<file path="config.mk">
export PLATFORM = sky130hd
export DESIGN_NAME = inst_encoder
export DESIGN_NICKNAME = d
export VERILOG_FILES = /design/src/rtl/inst_encoder.sv
export SDC_FILE = /design/constraint.sdc
export NUM_CORES = 1
export LEC_CHECK = 0
export BUFFER_PORTS_ARGS = -buffer_cell sky130_fd_sc_hd__buf_2
export CAP_MARGIN = 20
export CORE_AREA = 3 3 132 134
export DETAILED_ROUTE_END_ITERATION = 6
export DIE_AREA = 0 0 135 137
export PLACE_DENSITY = 0.68
export SLEW_MARGIN = 10
export SYNTH_ARGS = -nofsm -noshare
export SYNTH_HDL_FRONTEND = slang
export SYNTH_SLANG_ARGS = --single-unit
export TNS_END_PERCENT = 10
</file>
<file path="constraint.sdc">
create_clock -name i_clk -period 5.8 [get_ports i_clk]
set_clock_uncertainty 0.1 [all_clocks]
set_input_delay 0.87 -clock i_clk [delete_from_list [all_inputs] [get_ports i_clk]]
set_output_delay 0.87 -clock i_clk [all_outputs]
set_load 0.01 [all_outputs]
</file>
<file path="src/rtl/inst_encoder.sv">
`default_nettype none
// =============================================================================
// Module   : inst_encoder
// Brief    : RV32I field-bundle encoder with legality check and output FIFO.
//            Optional macro INST_ENCODER_IMM_CHECK_EN adds immediate range checks.
// Revision : 1.0 - initial release
// =============================================================================
module inst_encoder #(
   parameter int DEPTH = 4
) (
   input  logic        i_clk,
   input  logic        i_rst_n,
   input  logic        i_valid,
   output logic        o_ready,
   input  logic [3:0]  i_fmt,
   input  logic [2:0]  i_funct3,
   input  logic        i_alt,
   input  logic [4:0]  i_rd,
   input  logic [4:0]  i_rs1,
   input  logic [4:0]  i_rs2,
   input  logic [31:0] i_imm,
   output logic        o_valid,
   input  logic        i_ready,
   output logic [31:0] o_instr,
   output logic        o_err,
   output logic [7:0]  o_err_cnt
);

   localparam int           c_AW        = $clog2(DEPTH);
   localparam logic [c_AW:0] c_DEPTH_CNT = (c_AW+1)'(DEPTH);
   localparam logic [c_AW-1:0] c_PTR_ONE = c_AW'(1);

   localparam logic [6:0] c_OP_R     = 7'b0110011;
   localparam logic [6:0] c_OP_I     = 7'b0010011;
   localparam logic [6:0] c_OP_L     = 7'b0000011;
   localparam logic [6:0] c_OP_S     = 7'b0100011;
   localparam logic [6:0] c_OP_B     = 7'b1100011;
   localparam logic [6:0] c_OP_JAL   = 7'b1101111;
   localparam logic [6:0] c_OP_JALR  = 7'b1100111;
   localparam logic [6:0] c_OP_LUI   = 7'b0110111;
   localparam logic [6:0] c_OP_AUIPC = 7'b0010111;

   logic [31:0]     r_mem [DEPTH];
   logic [c_AW-1:0] r_wr_ptr, r_rd_ptr, w_rd_ptr_nx;
   logic [c_AW:0]   r_count, w_count_nx;
   logic            r_valid;
   logic [31:0]     r_instr;
   logic            r_err;
   logic [7:0]      r_err_cnt;

   logic [31:0] w_word;
   logic        w_fmt_ok, w_imm_ok, w_legal, w_shift;
   logic        w_accept, w_push, w_pop;

   assign w_shift = (i_fmt == 4'd1) && ((i_funct3 == 3'b001) || (i_funct3 == 3'b101));

   always_comb begin
      w_word   = '0;
      w_fmt_ok = 1'b0;
      case (i_fmt)
         4'd0: begin
            w_word   = {1'b0, i_alt, 5'b0, i_rs2, i_rs1, i_funct3, i_rd, c_OP_R};
            w_fmt_ok = !i_alt || (i_funct3 == 3'b000) || (i_funct3 == 3'b101);
         end
         4'd1: begin
            if (w_shift)
               w_word = {1'b0, i_alt, 5'b0, i_imm[4:0], i_rs1, i_funct3, i_rd, c_OP_I};
            else
               w_word = {i_imm[11:0], i_rs1, i_funct3, i_rd, c_OP_I};
            w_fmt_ok = !i_alt || (i_funct3 == 3'b101);
         end
         4'd2: begin
            w_word   = {i_imm[11:0], i_rs1, i_funct3, i_rd, c_OP_L};
            w_fmt_ok = (i_funct3 != 3'b011) && (i_funct3 != 3'b110) && (i_funct3 != 3'b111);
         end
         4'd3: begin
            w_word   = {i_imm[11:5], i_rs2, i_rs1, i_funct3, i_imm[4:0], c_OP_S};
            w_fmt_ok = (i_funct3 <= 3'b010);
         end
         4'd4: begin
            w_word   = {i_imm[12], i_imm[10:5], i_rs2, i_rs1, i_funct3,
                        i_imm[4:1], i_imm[11], c_OP_B};
            w_fmt_ok = (i_funct3 != 3'b010) && (i_funct3 != 3'b011);
         end
         4'd5: begin
            w_word   = {i_imm[20], i_imm[10:1], i_imm[11], i_imm[19:12], i_rd, c_OP_JAL};
            w_fmt_ok = 1'b1;
         end
         4'd6: begin
            w_word   = {i_imm[11:0], i_rs1, 3'b000, i_rd, c_OP_JALR};
            w_fmt_ok = 1'b1;
         end
         4'd7: begin
            w_word   = {i_imm[31:12], i_rd, c_OP_LUI};
            w_fmt_ok = 1'b1;
         end
         4'd8: begin
            w_word   = {i_imm[31:12], i_rd, c_OP_AUIPC};
            w_fmt_ok = 1'b1;
         end
         default: begin
            w_word   = '0;
            w_fmt_ok = 1'b0;
         end
      endcase
   end

`ifdef INST_ENCODER_IMM_CHECK_EN
   // Sign-extension holds when all bits above the field's sign bit match it.
   logic w_sx12, w_sx13, w_sx21;
   assign w_sx12 = (&i_imm[31:11]) || !(|i_imm[31:11]);
   assign w_sx13 = (&i_imm[31:12]) || !(|i_imm[31:12]);
   assign w_sx21 = (&i_imm[31:20]) || !(|i_imm[31:20]);

   always_comb begin
      w_imm_ok = 1'b1;
      case (i_fmt)
         4'd1:       w_imm_ok = w_shift ? !(|i_imm[31:5]) : w_sx12;
         4'd2, 4'd3,
         4'd6:       w_imm_ok = w_sx12;
         4'd4:       w_imm_ok = w_sx13 && !i_imm[0];
         4'd5:       w_imm_ok = w_sx21 && !i_imm[0];
         4'd7, 4'd8: w_imm_ok = !(|i_imm[11:0]);
         default:    w_imm_ok = 1'b1;
      endcase
   end
`else
   assign w_imm_ok = 1'b1;
`endif

   assign w_legal  = w_fmt_ok && w_imm_ok;
   assign o_ready  = (r_count < c_DEPTH_CNT);
   assign w_accept = i_valid && o_ready;
   assign w_push   = w_accept && w_legal;
   assign w_pop    = r_valid && i_ready;

   assign w_rd_ptr_nx = w_pop ? (r_rd_ptr + c_PTR_ONE) : r_rd_ptr;

   always_comb begin
      w_count_nx = r_count;
      if (w_push && !w_pop)
         w_count_nx = r_count + 1'b1;
      else if (!w_push && w_pop)
         w_count_nx = r_count - 1'b1;
   end

   always_ff @(posedge i_clk) begin
      if (w_push)
         r_mem[r_wr_ptr] <= w_word;
   end

   always_ff @(posedge i_clk or negedge i_rst_n) begin
      if (!i_rst_n) begin
         r_wr_ptr  <= '0;
         r_rd_ptr  <= '0;
         r_count   <= '0;
         r_valid   <= 1'b0;
         r_instr   <= '0;
         r_err     <= 1'b0;
         r_err_cnt <= '0;
      end else begin
         if (w_push)
            r_wr_ptr <= r_wr_ptr + c_PTR_ONE;
         r_rd_ptr <= w_rd_ptr_nx;
         r_count  <= w_count_nx;
         r_valid  <= (w_count_nx != '0);
         // New head comes from the incoming word when the queue was empty or drains to it.
         if (w_count_nx != '0) begin
            if ((r_count == '0) || (w_pop && (r_count == 1)))
               r_instr <= w_word;
            else
               r_instr <= r_mem[w_rd_ptr_nx];
         end
         r_err <= w_accept && !w_legal;
         if (w_accept && !w_legal && (r_err_cnt != 8'hFF))
            r_err_cnt <= r_err_cnt + 8'd1;
      end
   end

   assign o_valid   = r_valid;
   assign o_instr   = r_instr;
   assign o_err     = r_err;
   assign o_err_cnt = r_err_cnt;

endmodule
`default_nettype wire

</file>
# Word level (Yosys, flattened, before mapping)
# Memories as Yosys holds them, arrays and structs flattened.
# Cells that the tools add are included.
# W data, S select, Z words.
# classes
addsub	5
n_lt_le_gt_ge	2
eq_ne	16
n_mux	9
reduce_logical	26
# op_table
operator	n
$pmux W32 S9	1
$mux W32	2
$eq A4 B3 Y1 const B	4
$logic_and A1 B1 Y1	12
$add A8 B1 Y8 const B	1
$eq A4 B2 Y1 const B	2
$ne A8 B8 Y1 const B	1
$eq A3 B1 Y1 const B	2
$logic_not A3 Y1	2
$mux W3	2
$ne A3 B2 Y1 const B	2
$ne A3 B3 Y1 const B	2
$pmux W1 S6	1
$logic_or A1 B1 Y1	5
$add A2 B1 Y2 const B	2
$eq A4 B1 Y1 const B	1
$eq A4 B4 Y1 const B	1
$logic_not A1 Y1	4
$logic_not A4 Y1	1
$reduce_or A4 Y1	1
$add A3 B1 Y3 const B	1
$eq A3 B3 Y1 const B	1
$le A3 B2 Y1 const B	1
$lt A3 B3 Y1 const B	1
other kinds (4)	5
# totals
register_bits	49
ram_bits	128
in_bits	59
output_inout_bits	43
word_cells	66
n_memories	1
# mem_list
memory	depth	width	read_ports	rd_clocked_by_memory_dff	write_ports	line_no	rtl
r_mem	4	32	1	0	1	43	logic [31:0] r_mem [DEPTH];

# Depth between registers and ports, before layout
# Gate-level depths: netlist of run 1.
# depth
word_depth	10
depth_mapped	10

# Least setup slack after synthesis of run 1
# Ideal clock, no wire load.
# synth_timing
kind	input to register
start	input i_fmt[0]
end	memory r_mem[0][10], enable pin
arrival_ns	2.701
t_required_ns	5.309
path_slack_ns	2.608
cell_stages	5
path_buffers	1
cell_sequence	clkbuf_1 -> nor3_2 -> o2bb2ai_1 -> a211o_2 -> and3_1
# synth_between
elab_chain_len	6
word_cells_on_any_way	14
classes_between	eq/ne: 8; mux: 3; reduce/logical: 3
# synth_rtl
item	line_no	rtl
start, declared	15	input logic [3:0] i_fmt,
$eq A4 B4 Y1 / $eq A4 B3 Y1 (equally long branches)	60	case (i_fmt)
$reduce_or A4 Y1 (no source line)	n/a	
$pmux W1 S6 (*)	60	
$logic_and A1 B1 Y1 (*)	134	assign w_push = w_accept && w_legal;
$mux W1 (*)	148	if (w_push)
$mux W1 (not written as such) (*)	149	r_mem[r_wr_ptr] <= w_word;
end, declared	43	
# Every way passes the cells marked *; elsewhere a longest branch is shown, timed or not.

# Worst setup path in the final report of run 1
# layout_timing
start	input i_fmt[1]
end	register r_instr[27], in the netlist o_instr[27]
# layout_between
elab_chain_len	9
word_cells_on_any_way	22
classes_between	eq/ne: 8; mux: 6; reduce/logical: 8
# layout_rtl
item	line_no	rtl
$eq A4 B4 Y1 / $eq A4 B3 Y1 (equally long branches)	60	
$reduce_or A4 Y1 (no source line)	n/a	
$pmux W1 S6	60	
$logic_and A1 B1 Y1	134	
$logic_not A1 Y1	143	else if (!w_push && w_pop)
$logic_and A1 B1 Y1	143	
$mux W3	143	
$mux W3	141	if (w_push && !w_pop)
$reduce_bool A3 Y1	168	if (w_count_nx != '0) begin
end signal, assigned	170	r_instr <= w_word;
end signal, assigned	172	r_instr <= r_mem[w_rd_ptr_nx];
end, declared	47	logic [31:0] r_instr;
# Parallel ways exist; a longest one is shown, timed or not.
# A chain may end at the register's enable or synchronous reset.

==> results of run 1 <==
flip-flops by register name, indices dropped and copies added (netlist names):
signal	count
o_valid	1
r_rd_ptr	2
o_err	1
o_err_cnt	8
r_mem	124
r_wr_ptr	2
o_instr	31
r_count	3
cell families (layout without fill, tap and decap cells):
logic type | after synthesis | after routing
buffers and inverters | 71 | 178
muxes | 67 | 67
and+or+nand+nor | 163 | 163
xor gates and xnor gates | 13 | 13
DFF | 172 | 172
adders and majority gates | 9 | 9
AOI/OAI and AO/OA | 125 | 125
area by class of cell:
cell class	count	area, um2
clock buffers	19	433
inverters	35	131
repair buffers	111	581
flip-flops and latches	172	4920
well taps	220	275
clock inverters	13	163
multi-input cells	377	2710
fillers	1358	7190
worst paths after layout:
| kind | start | end | slack [ps] | depth (start not counted) |
|---|---|---|---|---|
| setup / recovery | i_fmt[1] | o_instr[27] | 2130 | 9 |
| hold / removal | o_err_cnt[7] | o_err_cnt[7] | 400 | 1 |
| setup reg to reg | o_valid | o_instr[5] | 2720 | 9 |
| hold reg to reg | o_err_cnt[7] | o_err_cnt[7] | 400 | 1 |
| max in group asynchronous | i_rst_n | o_instr[21] | 4680 | 2 |
| min in group asynchronous | i_rst_n | o_instr[19] | 470 | 2 |
placed cells by master (no fill, tap or decap), types with 3 or more instances in the layout:
| master | netlist | routed |
|---|---|---|
| a21oi_1 | 23 | 23 |
| a221o_1 | 6 | 6 |
| a221oi_1 | 6 | 6 |
| a222oi_1 | 4 | 4 |
| a22o_1 | 12 | 12 |
| a22oi_1 | 10 | 10 |
| a32oi_1 | 15 | 15 |
| and2_1 | 3 | 3 |
| and3_1 | 5 | 5 |
| buf_2 | 6 | 101 |
| buf_4 | 1 | 10 |
| bufinv_16 | 0 | 3 |
| clkbuf_16 | 0 | 17 |
| dfrtp_1 | 48 | 48 |
| edfxtp_1 | 124 | 124 |
| ha_1 | 9 | 9 |
| inv_1 | 35 | 34 |
| inv_6 | 0 | 4 |
| mux2_2 | 10 | 10 |
| mux2_4 | 12 | 12 |
| mux2i_1 | 40 | 40 |
| mux4_2 | 5 | 5 |
| nand2_1 | 94 | 94 |
| nand2b_1 | 3 | 3 |
| nand3_1 | 14 | 14 |
| nor2_1 | 18 | 17 |
| nor2b_1 | 7 | 7 |
| nor3_1 | 9 | 9 |
| o211ai_1 | 6 | 6 |
| o21ai_0 | 18 | 18 |
| o22ai_1 | 10 | 10 |
| xnor2_1 | 9 | 9 |
| xor2_1 | 4 | 3 |
layer usage:
metal  up-vias  part of all wire
met4         0             0.013
met1      2754              0.42
met5         -                 0
met3        23             0.089
met2       219              0.48
li1       2497                 -
critical path: stages:
cell and delay, ps:
buf_2 370, nor2b_1 230, a211o_1 390, a211o_2 410, o211ai_1 100, nand2_1 110, o21bai_4 620, buf_4 440
mux2_4 330
stage by stage:
| stage | power, mW | area (um2) |
|---|---|---|
| final | 4.87 | 9220 |
| after global routing | 5.15 | 9220 |
| after CTS | 4.91 | 9220 |
| after detailed placement | 3.76 | 8620 |
| after global placement | 3.68 | 8620 |
| after floorplan | 3.16 | 7930 |
power groups by stage:
stage               registers (mW)  logic, mW  clock network (mW)
floorplan                     1.76       1.39                   0
global placement              1.72       1.96                   0
detailed placement            1.72       2.04                   0
CTS                           1.70       2.04                1.17
global route                  1.72       2.21                1.22
finish                        1.70       2.02                1.15
==> qor.yml, run 1 <==
outcome: "completed"
n_antenna_cell: 0
wl_um: 19600
cts_buffers: 17
finalSetupTns_ps: 0
synth_flop_cell: "edfxtp_1"
portBuffers: 101
crit_fanout: 26
met2_usage: 0.357
p_switching_mw: 1.76
syn_avg_cell_area_um2: 12.8
min_path_type: "reg2reg"
postCtsSetupBuffers: 0
clock-sinks: 172
cap_viol_max_count: 0
ys_warn_count: 0
cts_root_buf: "clkbuf_16"
ys_seq_area_frac: 0.621
ys_types: 55
first_pass_iters: 5
slew_headroom: 0.235
crit_arrival_ps: 3890
grt_setup_unrepaired: "false"
area_delta_synth_final_pct: 16.3
synth_edf_count: 124
clock_latency_ps: 430
post_drt_wl_per_cell_um: 20.7
tightest_slew_ps: 1150
fin_ws_ps: 2130
leakagePower_nw: 3.84
grt_util_met3: 0.0563
rows: 47
cp-end-kind: "register"
dp.cells: 915
synth_commonest_cells: "124 x edfxtp_1, 94 x nand2_1, 48 x dfrtp_1"
setup_viol: 0
antenna_left: 0
grt_first_pass_wirelength_um: 30500
place_ws_ps: 1680
fin_nets: 782
clkPwrFrac: 0.236
critical_path_class: "in2reg"
drv_slew: 0
die_h_um: 137
p_int_mw: 3.11
route.vias.total: 5493
async_reset_ff_frac: 0.279
dp_hpwl_um: 12900
fin_crit_sh: 0.633
synth_top_area_cell: "edfxtp_1"
ios: 102
grt_pass1_vias: 5571
synthMuxAreaShare: 0.102
overflow: 0
drive_above_1_share: 0.249
grt_use_total: 0.219
synth-seq-cells: 172
remaining_drc_errors: 0
p_seq_frac: 0.349
p_per_area_mw_per_mm2: 528
drt_iter0_drc: 662
hold_slack_ps: 404
ys_top_cells_by_area: "edfxtp_1 47%, dfrtp_1 15%, mux2i_1 5.0%"
combPwrFrac: 0.414
ctsHoldBuffers: 0
synth_cells: 620
synth_compound_area_frac: 0.119
synth_fp_nets: 688
gp_congestion: 0.875
yosys.area_share.xor_xnor: 0.0144
core_area_mm2: 0.0164
synth_top_area_share: 0.470
yosys.area_share.simple: 0.0909
die_area_mm2: 0.0185
cts_tree: "done"
cts_buffer_depth: 2
synthAdderAreaFrac: 0.0142
ctsResizeCount: 0
yosysMostFrequentCell: "edfxtp_1"
critPathLaunchType: "input port"
synth_top_family_by_area: "compound AO/OA/AOI/OAI gates"
final_cells: 947
fin_util: 0.562
vdd_ir_drop_max_mv: 0.296
hold_viol: 0
fmax_mhz: 272
htreeDepth: 4
grt_start_max_net_pins: 49
switching_share: 0.362
start_util: 0.483
met1_usage: 0.292
required_ps: 6010
fin_crit_ps: 3670
antenna_found_initial: 0
synth_area_mm2: 0.00793
busiest_layer: "met2"
die_w_um: 135
clkTransAtPathRegs_ps: 60
viasPerCell: 5.80
(Power assumes the default switching activity.)
==> run 2, diff against run 1 <==
==> constraint.sdc (replaced) <==
create_clock -name i_clk -period 3.8 [get_ports i_clk]
set_clock_uncertainty 0.1 [all_clocks]
set_input_delay 0.57 -clock i_clk [delete_from_list [all_inputs] [get_ports i_clk]]
set_output_delay 0.57 -clock i_clk [all_outputs]
set_load 0.01 [all_outputs]
==> run 2 against run 1 <==
  * Critical path type unchanged
  * Die area unchanged
  * Non-clock buffer count increased by 13
  * Final area increased by 0.52%
  * Clock-buffer cell count increased by 2
  * Global-route usage increased by 0.35 points
  * Combinational power increased by 56%
  * Total power increased by 51%
  * Sequential power increased by 52%
  * Utilization increased by 0.29 points
  * Clock power increased by 41%
  * Critical path depth unchanged
  * Worst hold slack got worse by 360 ps
==> qor.yml, run 2 (synthesis results as in run 1) <==
gp_congestion: 0.923
cap_viol_max_count: 0
p_per_area_mw_per_mm2: 794
rows: 47
ff2ff_path_depth: 9
dp.cells: 928
cts_buffer_depth: 2
ctsResizeCount: 0
cts_root_buf: "clkbuf_16"
htreeDepth: 4
finalSetupTns_ps: 0
critical_path_class: "in2reg"
reg2reg_from: "o_valid"
fmax_mhz: 330
min_path_type: "in2async"
grt_first_pass_wirelength_um: 31000
largest_reg_flops: 124
overflow: 0
place_ws_ps: 348
postCtsSetupBuffers: 0
fin_ws_ps: 770
drv_slew: 0
final_common_cell: "edfxtp_1"
portBuffers: 101
dp_hpwl_um: 13300
crit_arrival_ps: 3270
cts_buffers: 17
die_area_mm2: 0.0185
crit_fanout: 22
final_cell_mix: "124 x edfxtp_1, 101 x buf_2, 94 x nand2_1, 48 x dfrtp_1, 40 x mux2i_1"
start_util: 0.483
clock-sinks: 172
fin_crit_ps: 3030
critPathLaunchType: "input port"
final_cells: 960
hold_slack_ps: 41.8
core_area_mm2: 0.0164
reg2reg_to: "o_instr[5]"
grt_use_total: 0.223
grt_pass1_vias: 5735
viasPerCell: 5.79
n_antenna_cell: 0
cts_tree: "done"
slew_headroom: 0.319
die_h_um: 137
area_delta_synth_final_pct: 16.9
vdd_ir_drop_max_mv: 0.444
antenna_found_initial: 0
wl_um: 19900
setup_viol: 0
tightest_slew_ps: 1020
first_pass_iters: 5
drt_iter0_drc: 628
cp-end-kind: "register"
remaining_drc_errors: 0
antenna_left: 0
clkTransAtPathRegs_ps: 60
fin_nets: 795
fin_crit_sh: 0.797
outcome: "completed"
route.vias.total: 5561
post_drt_wl_per_cell_um: 20.7
grt_start_max_net_pins: 34
ios: 102
drive_above_1_share: 0.262
required_ps: 4040
leakagePower_nw: 3.88
grt_setup_unrepaired: "false"
regMostFlops: "r_mem"
die_w_um: 135
ctsHoldBuffers: 0
hold_viol: 0
r2r_slack_ps: 970
clock_latency_ps: 430
## run 2: cell types whose count changed in the layout (fill, tap and decap cells not counted), moves of 2 or more
cell       delta
bufinv_16     -2
inv_6         -3
clkinv_2      +3
buf_4        +13
## run 2: routing by layer
metal,vias up,track usage,share of wire
met5,-,0,0
met4,0,0.0924,0.019
met3,29,0.0460,0.068
met2,231,0.357,0.48
met1,2778,0.299,0.43
li1,2523,-,-
## run 2: worst max-delay path by stage
| stage | startpoint | to | slack, ps | cells after the start |
|---|---|---|---|---|
| 2_1_floorplan | i_fmt[0] | r_mem[0][10] | 910 | 5 |
| 3_3_place_gp | i_fmt[2] | o_instr[6] | 470 | 9 |
| 3_5_place_dp | i_fmt[2] | o_instr[17] | 350 | 9 |
| 4_1_cts | i_fmt[2] | o_instr[17] | 810 | 9 |
| 5_1_grt | i_fmt[3] | o_instr[6] | 620 | 9 |
| 6_report | i_fmt[3] | o_instr[17] | 770 | 9 |
## run 2: critical path, cell delays in order
cell,delay [ps]
buf_2,230
nand2b_1,270
o2bb2ai_1,520
a211oi_4,110
o22ai_1,190
nand2_1,110
o21bai_4,650
buf_4,370
mux2i_1,230
## run 2: through the flow
step	power [mW]	cell area (um2)	util
3_5_place_dp	5.79	8720	0.531
2_1_floorplan	4.82	7930	-
6_report	7.36	9270	0.565
3_3_place_gp	5.67	8720	0.531
4_1_cts	7.42	9270	0.565
5_1_grt	7.82	9270	0.565
## run 2: area by class of cell
cell class / count / area, um2
Inverter: 35 / 131
Multi-Input combinational cell: 377 / 2710
Fill cell: 1375 / 7140
Clock buffer: 21 / 450
Timing Repair Buffer: 124 / 678
Tap cell: 220 / 275
Sequential cell: 172 / 4920
Clock inverter: 11 / 95.1
## run 2: power by group
group / leakage, nW / switching (mW) / internal (mW)
Combinational: 1.91 / 1.77 / 1.37
Clock: 0.263 / 0.703 / 0.915
Sequential: 1.70 / 0.197 / 2.40
Total: 3.88 / 2.67 / 4.69
==> run 3, diff against run 2 <==
--- a/config.mk
+++ b/config.mk
@@ -5,12 +5,13 @@
 export SDC_FILE = /design/constraint.sdc
 export NUM_CORES = 1
 export LEC_CHECK = 0
+export ABC_AREA = 1
 export BUFFER_PORTS_ARGS = -buffer_cell sky130_fd_sc_hd__buf_2
 export CAP_MARGIN = 20
-export CORE_AREA = 3 3 132 134
+export CORE_AREA = 3 3 130 132
 export DETAILED_ROUTE_END_ITERATION = 6
-export DIE_AREA = 0 0 135 137
-export PLACE_DENSITY = 0.68
+export DIE_AREA = 0 0 133 135
+export PLACE_DENSITY = 0.69
 export SLEW_MARGIN = 10
 export SYNTH_ARGS = -nofsm -noshare
 export SYNTH_HDL_FRONTEND = slang
==> constraint.sdc (replaced) <==
create_clock -name i_clk -period 2.8 [get_ports i_clk]
set_clock_uncertainty 0.1 [all_clocks]
set_input_delay 0.42 -clock i_clk [delete_from_list [all_inputs] [get_ports i_clk]]
set_output_delay 0.42 -clock i_clk [all_outputs]
set_load 0.01 [all_outputs]
==> run 3 against run 2 <==
  * Total power is 34% higher
  * Die area down 2.9%
  * Final area rose by 0.16%
  * Cell count is 15% higher
  * Routed wire length fell by 6.3%
  * Synthesized area is 2.2% lower
  * Worst hold slack improved by 220 ps
  * Critical path depth grew 2
  * Clock power increased by 46%
  * Largest power group unchanged
==> qor.yml, run 3 <==
grt_pass1_vias: 5507
die_w_um: 133
remaining_drc_errors: 0
synth_flop_cell: "edfxtp_1"
die_h_um: 135
final_cell_mix: "185 x nand2_1, 124 x edfxtp_1, 101 x buf_2, 90 x nor2_1, 80 x o21ai_0"
min-delay-start: "i_valid"
cts_root_buf: "clkbuf_16"
fin_crit_sh: 0.798
ys_types: 36
syn_avg_cell_area_um2: 10.3
ys_warn_count: 0
die_area_mm2: 0.0180
antenna_left: 0
min_path_type: "in2reg"
dp_hpwl_um: 12000
n_antenna_cell: 0
fin_ws_ps: 566
ff2ff_path_depth: 11
synth_area_mm2: 0.00776
clock-sinks: 172
post_drt_wl_per_cell_um: 16.9
setup_viol: 0
hold_depth: 3
htreeDepth: 4
fin_nets: 939
core_area_mm2: 0.0158
synth-seq-cells: 172
ys_top_cells_by_area: "edfxtp_1 48%, dfrtp_1 15%, nand2_1 9.0%"
slew_headroom: 0.560
r2r_slack_ps: 570
clkTransAtPathRegs_ps: 60
drv_slew: 0
ctsResizeCount: 0
p_per_area_mw_per_mm2: 1070
portBuffers: 101
cts_buffers: 17
outcome: "completed"
ios: 102
cp-startpoint: "o_valid"
critPathLaunchType: "register"
area_delta_synth_final_pct: 19.6
yosysMostFrequentCell: "nand2_1"
grt_use_total: 0.213
final_cells: 1100
cts_tree: "done"
fmax_mhz: 448
tightest_slew_ps: 654
synth_cells: 754
cp-end-kind: "register"
cap_viol_max_count: 0
synth_edf_count: 124
critical_path_class: "reg2reg"
route.vias.total: 5861
async_reset_ff_frac: 0.279
grt_first_pass_wirelength_um: 29400
place_ws_ps: 301
dp.cells: 1067
synth_fp_nets: 822
required_ps: 3060
crit_arrival_ps: 2490
gp_congestion: 0.810
final_common_cell: "nand2_1"
clock_latency_ps: 420
start_util: 0.490
hold_viol: 0
crit_fanout: 34
synth_top_area_cell: "edfxtp_1"
fin_util: 0.586
fin_crit_ps: 2230
rows: 46
largest_reg_flops: 124
grt_setup_unrepaired: "false"
drive_above_1_share: 0.223
cts_buffer_depth: 2
synth_commonest_cells: "186 x nand2_1, 124 x edfxtp_1, 94 x nor2_1"
wl_um: 18600
drt_iter0_drc: 412
regMostFlops: "r_mem"
ys_seq_area_frac: 0.635
antenna_found_initial: 0
overflow: 0
reg2reg_from: "o_valid"
vdd_ir_drop_max_mv: 0.576
grt_start_max_net_pins: 63
leakagePower_nw: 3.99
synth_top_area_share: 0.480
viasPerCell: 5.33
first_pass_iters: 5
[run 3: cell count changes after synthesis, moves of 14 or more]
cell     previous run  this run
nor2_1             18        94
mux2i_1            40         0
a32oi_1            15         1
o21ai_0            18        81
nand3_1            14        45
nand2_1            94       186
a21oi_1            23         5
o22ai_1            10        26
[run 3: kinds of logic (layout without fill, tap and decap cells)]
family	count (synthesis)	count (layout)	synth area share
and+or+nand+nor	342	342	0.185
DFF	172	172	0.635
buffers and inverters	78	208	0.0444
muxes	10	10	0.0145
xor gates and xnor gates	10	10	0.0137
AOI/OAI and AO/OA	133	133	0.0934
adders and majority gates	9	9	0.0145
[run 3: repair_timing]
action                                  in CTS  in global routing
hold endpoints to repair                    48                  0
endpoints found under the setup margin       0                  0
hold buffers                                 1                  0
setup buffers                                0                  0
[run 3: path summary, 6_finish.rpt]
kind / to
max in group asynchronous: o_instr[27]
min reg2reg: o_instr[28]
max reg2reg: o_instr[30]
min in group asynchronous: o_instr[15]
min: o_err
max: o_instr[30]
[run 3: routing by layer]
layer	global-route usage	vias to the layer above	share of wire
met5	0	-	0
met4	0.0837	0	0.028
met3	0.0410	31	0.058
met2	0.345	187	0.47
met1	0.286	2832	0.44
li1	-	2811	-
[run 3: power by group]
group          internal (mW)  switching, mW
registers               3.22          0.274
clock network           1.46          0.899
logic                   1.44           2.58
total                   6.13           3.75
[run 3: area by class of cell]
type	count	area [um2]
clock inverter	9	119
fill	1345	6550
timing repair buffer	132	816
multi-input combinational	504	2510
sequential	172	4920
inverter	44	165
clock buffer	23	478
tap	216	270
[run 3: stage by stage]
step	TNS [ps]	area (um2)	power, mW	hold slack [ps]
2_1_floorplan	-18220	7760	6.22	24.4
3_3_place_gp	0	8670	7.50	333
3_5_place_dp	0	8670	7.57	330
4_1_cts	0	9280	9.93	241
5_1_grt	0	9280	10.6	270
6_report	0	9280	9.88	266
[run 3: worst max-delay path: stages, from the launching register on]
cell     delay (ps)
dfrtp_1         370
nand2_1         160
inv_2           100
nand2_1         140
xor2_2          210
buf_12          240
o21ai_0         110
o21ai_0         160
nor2_1           50
a31oi_1         310
nand2_1         120
nand2_1          70
